==> src/rtl/bin_to_bcd_8digits_if.sv <==
// Handshake and result bundle between a requester and the 8-digit binary-to-BCD converter.
// The requester drives enable/start/bin_in; the converter returns status and the display data.
interface bin_to_bcd_8digits_if #(
  parameter int BIN_WIDTH = 27
);
  logic                 enable;
  logic                 start;
  logic [BIN_WIDTH-1:0] bin_in;
  logic                 busy;
  logic                 done;
  logic                 overflow;
  logic [31:0]          bcd_out;
  logic [7:0]           blank_mask;

  modport master (
    output enable, start, bin_in,
    input  busy, done, overflow, bcd_out, blank_mask
  );

  modport slave (
    input  enable, start, bin_in,
    output busy, done, overflow, bcd_out, blank_mask
  );
endinterface

==> src/rtl/bin_to_bcd_8digits.sv <==
// Sequential double-dabble converter: one shift per enabled clock, producing 8 packed BCD digits
// plus a leading-zero blanking mask and a saturation flag for the 7-segment display stage.
module bin_to_bcd_8digits #(
  parameter int BIN_WIDTH = 27
) (
  input  logic                  clock,
  input  logic                  reset_n,
  bin_to_bcd_8digits_if.slave   bus
);

  localparam int CNT_W = $clog2(BIN_WIDTH + 1);
  localparam logic [CNT_W-1:0] CNT_LOAD = CNT_W'(BIN_WIDTH);
  localparam logic [31:0] MAX_DISPLAY = 32'd99_999_999;
  localparam logic [31:0] SATURATED = 32'h9999_9999;

  typedef enum logic {
    IDLE,
    SHIFT
  } state_t;

  state_t               state;
  logic [BIN_WIDTH-1:0] bin_sr;
  logic [31:0]          scratch;
  logic [CNT_W-1:0]     cnt;
  logic                 ovf_pending;
  logic                 busy_q;
  logic                 done_q;
  logic                 overflow_q;
  logic [31:0]          bcd_q;
  logic [7:0]           blank_q;

  logic [31:0]              adjusted;
  logic [32+BIN_WIDTH-1:0]  shifted;
  logic [31:0]              scratch_next;
  logic [BIN_WIDTH-1:0]     bin_next;
  logic                     in_too_big;

  // Bit i is set while every digit from 7 down to i is zero; digit 0 is never blanked.
  function automatic logic [7:0] leading_zero_mask(input logic [31:0] value);
    logic [7:0] mask;
    logic       all_zero;
    mask     = '0;
    all_zero = 1'b1;
    for (int i = 7; i >= 1; i--) begin
      all_zero = all_zero && (value[4*i +: 4] == 4'd0);
      mask[i]  = all_zero;
    end
    return mask;
  endfunction

  always_comb begin
    adjusted = scratch;
    for (int i = 0; i < 8; i++) begin
      if (scratch[4*i +: 4] >= 4'd5) begin
        adjusted[4*i +: 4] = scratch[4*i +: 4] + 4'd3;
      end
    end
    shifted      = {adjusted, bin_sr} << 1;
    scratch_next = shifted[32+BIN_WIDTH-1:BIN_WIDTH];
    bin_next     = shifted[BIN_WIDTH-1:0];
    in_too_big   = {{(32-BIN_WIDTH){1'b0}}, bus.bin_in} > MAX_DISPLAY;
  end

  // Results only update on the completing edge so the display never sees partial digits.
  always_ff @(posedge clock or negedge reset_n) begin
    if (!reset_n) begin
      state       <= IDLE;
      bin_sr      <= '0;
      scratch     <= '0;
      cnt         <= '0;
      ovf_pending <= 1'b0;
      busy_q      <= 1'b0;
      done_q      <= 1'b0;
      overflow_q  <= 1'b0;
      bcd_q       <= '0;
      blank_q     <= 8'hFE;
    end else if (bus.enable) begin
      unique case (state)
        IDLE: begin
          done_q <= 1'b0;
          if (bus.start) begin
            bin_sr      <= bus.bin_in;
            scratch     <= '0;
            cnt         <= CNT_LOAD;
            ovf_pending <= in_too_big;
            busy_q      <= 1'b1;
            state       <= SHIFT;
          end
        end
        SHIFT: begin
          scratch <= scratch_next;
          bin_sr  <= bin_next;
          cnt     <= cnt - CNT_W'(1);
          if (cnt == CNT_W'(1)) begin
            bcd_q      <= ovf_pending ? SATURATED : scratch_next;
            blank_q    <= ovf_pending ? 8'h00 : leading_zero_mask(scratch_next);
            overflow_q <= ovf_pending;
            done_q     <= 1'b1;
            busy_q     <= 1'b0;
            state      <= IDLE;
          end else begin
            done_q <= 1'b0;
          end
        end
        default: begin
          state  <= IDLE;
          busy_q <= 1'b0;
          done_q <= 1'b0;
        end
      endcase
    end
  end

  assign bus.busy       = busy_q;
  assign bus.done       = done_q;
  assign bus.overflow   = overflow_q;
  assign bus.bcd_out    = bcd_q;
  assign bus.blank_mask = blank_q;

endmodule

==> src/flat_wrapper.sv <==
// flat-port wrapper written by rule: the top's interface ports become plain ports
module bin_to_bcd_8digits_flat 
#(
  parameter int BIN_WIDTH = 27
)
  (clock, reset_n, bus_enable, bus_start, bus_bin_in, bus_busy, bus_done, bus_overflow, bus_bcd_out, bus_blank_mask);
  bin_to_bcd_8digits_if #(.BIN_WIDTH(BIN_WIDTH)) bus_i ();
  input  logic clock;
  input  logic reset_n;
  input wire logic [$bits(bus_i.enable)-1:0] bus_enable;
  input wire logic [$bits(bus_i.start)-1:0] bus_start;
  input wire logic [$bits(bus_i.bin_in)-1:0] bus_bin_in;
  output wire logic [$bits(bus_i.busy)-1:0] bus_busy;
  output wire logic [$bits(bus_i.done)-1:0] bus_done;
  output wire logic [$bits(bus_i.overflow)-1:0] bus_overflow;
  output wire logic [$bits(bus_i.bcd_out)-1:0] bus_bcd_out;
  output wire logic [$bits(bus_i.blank_mask)-1:0] bus_blank_mask;
  assign bus_i.enable = bus_enable;
  assign bus_i.start = bus_start;
  assign bus_i.bin_in = bus_bin_in;
  assign bus_busy = bus_i.busy;
  assign bus_done = bus_i.done;
  assign bus_overflow = bus_i.overflow;
  assign bus_bcd_out = bus_i.bcd_out;
  assign bus_blank_mask = bus_i.blank_mask;
  bin_to_bcd_8digits #(.BIN_WIDTH(BIN_WIDTH)) u_core (.clock(clock), .reset_n(reset_n), .bus(bus_i));
endmodule
==> config.mk <==
export PLATFORM = sky130hd
export DESIGN_NAME = bin_to_bcd_8digits_flat
export DESIGN_NICKNAME = d
export VERILOG_FILES = /design/src/rtl/bin_to_bcd_8digits_if.sv /design/src/rtl/bin_to_bcd_8digits.sv /design/src/flat_wrapper.sv
export SDC_FILE = /design/constraint.sdc
export NUM_CORES = 1
export LEC_CHECK = 0
export CORE_MARGIN = 5
export CORE_UTILIZATION = 43
export CTS_CLUSTER_SIZE = 20
export DETAILED_ROUTE_END_ITERATION = 10
export GPL_TIMING_DRIVEN = 0
export PLACE_DENSITY = 0.63
export SYNTH_ARGS = -nofsm -noshare
export SYNTH_HDL_FRONTEND = slang
export SYNTH_SLANG_ARGS = --single-unit
==> constraint.sdc <==
create_clock -name clock -period 2.5 [get_ports clock]
set_input_delay 0.5 -clock clock [delete_from_list [all_inputs] [get_ports clock]]
set_output_delay 0.5 -clock clock [all_outputs]
set_load 0.05 [all_outputs]
==> flow_summary.yaml, run 1 <==
run_status:
  outcome: "finished clean"
logic_synthesis:
  synthesis.nets: 595
  synth-async-reset-ratio_pct: 100
  syn_inst: 546
  synth_edf_count: 0
  synth.area.top_cells: "dfrtp_1 48%, o21ai_0 7.4%, nand2_1 6.4%"
  ys_ff_latch: 108
  synth_cell_type_count: 52
  synth_ff_type: "dfrtp_1"
  synth_top_area_share_pct: 47.6
  yosysSeqAreaShare_pct: 51.1
  yosysWarnings: 0
  yosys.area.top_type: "dfrtp_1"
  syn_area_per_cell_um2: 9.73
  synthesis.area_um2: 5310
floorplanning:
  die_height_um: 121
  rows: 40
  start_util_pct: 44.0
  pin_count: 74
  die_w_um: 121
  core-area_um2: 12100
  die-area_um2: 14700
clock_network:
  numCtsBuffers: 9
  cts.clk_slew.worst_paths_ns: 0.07
  clkSinkCount: 108
  ctsLongestPathBuffers: 2
  root_buffer: "clkbuf_16"
  worstSkewPairLatency_ns: 0.35
  cts_tree: "built"
  htreeDepth: 3
routing:
  num_vias: 4249
  dr.first_iter.drc_count: 338
  wirelength_um: 13300
  drcViolationCount: 0
  wl_per_cell_um: 16.6
  via_per_inst: 5.28
  ant_nets: 0
  dr.pass1.iters: 5
grt:
  first_global_vias: 4311
  grt_usage_pct: 19.1
  grt_antenna_before_repair: 0
  grt_max_degree: 62
  grt_pass1_wl_um: 22100
  grt_overflow: 0
placement:
  io_buffers: 72
  gp_routability_congestion: 0.831
  dpl.hpwl_um: 9460
  placed_area_um2: 6270
worst_setup_path:
  arrival_ns: 2.59
  endpoint_kind: "register"
  cp_data_required_time_ns: 2.73
  r2r_cells: 9
  crit_fanout: 10
  crit_type: "primary input to register"
  start_kind: "primary input"
cells_and_area:
  drive_gt1_share_pct: 8.18
  antennaDiodeCount: 0
  design_area_um2: 6600
  synthToLayoutAreaGrowth_pct: 24.3
  nFillCells: 1128
  finalNetCount: 680
  fin_util_pct: 54.7
power:
  p_leak_nw: 3.00
  power_density_nw_per_um2: 1300
  ir_drop_v: 0.000486
sta:
  clock_skew_ns: 0.00547
  fin_setup_tns_ns: 0
  tightest_slew_ns: 0.744
  fin_crit_sh_pct: 94.4
  hold_viol: 0
  setup-violations-final: 0
  max-slew-margin-rel_pct: 50.4
  max_freq_mhz: 424
  drv_slew: 0
  rsz0062_at_grt: "false"
  fin_crit_ns: 2.36
worst_hold_path:
  hp-class: "primary input to async pin"
job:
  drv_cap: 0
[cells by family after synthesis]
family | share of synthesized area (%)
simple gates | 15.8
compound gates | 16.9
flops | 51.1
buf+inv | 3.84
mux | 6.31
fa+ha+maj | 4.24
xor+xnor | 1.81
other cells | 0.0706
[synth_stat cells (5+ instances only)]
master	n
ha_1	18
xnor2_1	9
nand2b_1	10
dfrtp_1	101
mux2i_1	29
nand2_1	90
nor2_1	21
dfstp_2	7
buf_2	10
o22ai_1	10
nand4_1	5
a21oi_1	21
nor3_1	19
o21ai_0	79
clkbuf_1	13
nor3b_1	10
a22o_1	12
inv_1	23
[critical path, stage by stage]
cell and delay (ns):
clkdlybuf4s50_1 0.61, and2_1 0.16, buf_2 0.16, nand4b_2 0.35
clkbuf_1 0.45, nor3_1 0.31, nor2_1 0.06
[state kept, by name (all words and copies together) (netlist names)]
| signal | flops |
|---|---|
| u_core.bus.bcd_out | 32 |
| u_core.scratch | 32 |
| u_core.bin_sr | 27 |
| u_core.bus.blank_mask | 7 |
| u_core.cnt | 5 |
| u_core.bus.busy | 1 |
| u_core.bus.done | 1 |
| u_core.bus.overflow | 1 |
| u_core.ovf_pending | 1 |
| u_core.state | 1 |
[layout by cell type, fill, tap and decap left out, types with 5 or more instances in the layout]
cell type and count:
a21oi_1 21, a22o_1 12, buf_2 10, clkbuf_1 14, clkbuf_16 9, clkdlybuf4s50_1 71, dfrtp_1 101, dfstp_2 7
ha_1 18, inv_1 23, mux2i_1 29, nand2_1 90, nand2b_1 10, nand4_1 5, nor2_1 21, nor3_1 19
nor3b_1 10, o21ai_0 79, o22ai_1 10, xnor2_1 9
[area by class of cell]
class | count | area (um2) | area share (%)
Buffer | 26 | 119 | 1.80
Clock buffer | 12 | 246 | 3.74
Clock inverter | 4 | 72.6 | 1.10
Inverter | 23 | 86.3 | 1.31
Multi-Input combinational cell | 389 | 2400 | 36.4
Sequential cell | 108 | 2710 | 41.1
Tap cell | 168 | 210 | 3.19
Timing Repair Buffer | 74 | 753 | 11.4
[power by group]
| group | internal, mW | leakage, nW | switching [mW] | total, mW |
|---|---|---|---|---|
| sequential | 2.44 | 1.39 | 0.547 | 2.99 |
| combinational | 1.53 | 1.46 | 2.50 | 4.03 |
| clock | 0.905 | 0.153 | 0.631 | 1.54 |
[worst paths after layout]
check	from	end	slack (ns)
max	bus_enable	u_core.bus.bcd_out[27]	0.14
min in group clock	u_core.bus.bcd_out[31]	u_core.bus.bcd_out[31]	0.47
min reg2reg	u_core.bus.bcd_out[31]	u_core.bus.bcd_out[31]	0.47
min	reset_n	u_core.bus.bcd_out[27]	0.17
max in group asynchronous	reset_n	u_core.bin_sr[6]	1.63
max reg2reg	u_core.scratch[28]	u_core.bus.blank_mask[5]	0.24
[metrics by stage]
stage | total power [mW] | std cells | setup slack (ns) | hold WS (ns)
2_1_floorplan | 5.80 | 546 | 0.511 | 0.204
3_3_place_gp | 6.91 | 786 | -3.27 | 0.461
3_5_place_dp | 7.02 | 787 | -0.349 | 0.464
4_1_cts | 8.58 | 803 | 0.132 | 0.191
5_1_grt | 9.16 | 804 | 0.0182 | 0.216
6_report | 8.56 | 804 | 0.139 | 0.166
[routing by layer]
| layer | vias to the layer above | global-route usage [%] | routed length [um] |
|---|---|---|---|
| met2 | 92 | 32.6 | 6650 |
| li1 | 2082 | - | - |
| met4 | 0 | 3.90 | 100 |
| met5 | - | 0 | 0 |
| met3 | 7 | 4.01 | 564 |
| met1 | 2068 | 25.0 | 6000 |
[what timing repair did]
| item | in CTS | in global routing |
|---|---|---|
| gates cloned | 0 | 0 |
| setup endpoints to repair | 2 | 5 |
| hold buffers | 0 | 0 |
| endpoints found under the hold margin | 0 | 0 |
| pin swaps | 0 | 1 |
| resized for setup | 1 | 1 |
| setup buffers | 0 | 1 |
No activity file was read; power rests on OpenSTA's default activity.
==> run 2: changes to the inputs <==
--- a/config.mk
+++ b/config.mk
@@ -7,7 +7,6 @@
 export LEC_CHECK = 0
 export CORE_MARGIN = 5
 export CORE_UTILIZATION = 43
-export CTS_CLUSTER_SIZE = 20
 export DETAILED_ROUTE_END_ITERATION = 10
 export GPL_TIMING_DRIVEN = 0
 export PLACE_DENSITY = 0.63
==> results of run 2 <==
Final layout, timing and power as in run 1 (identical DEF).
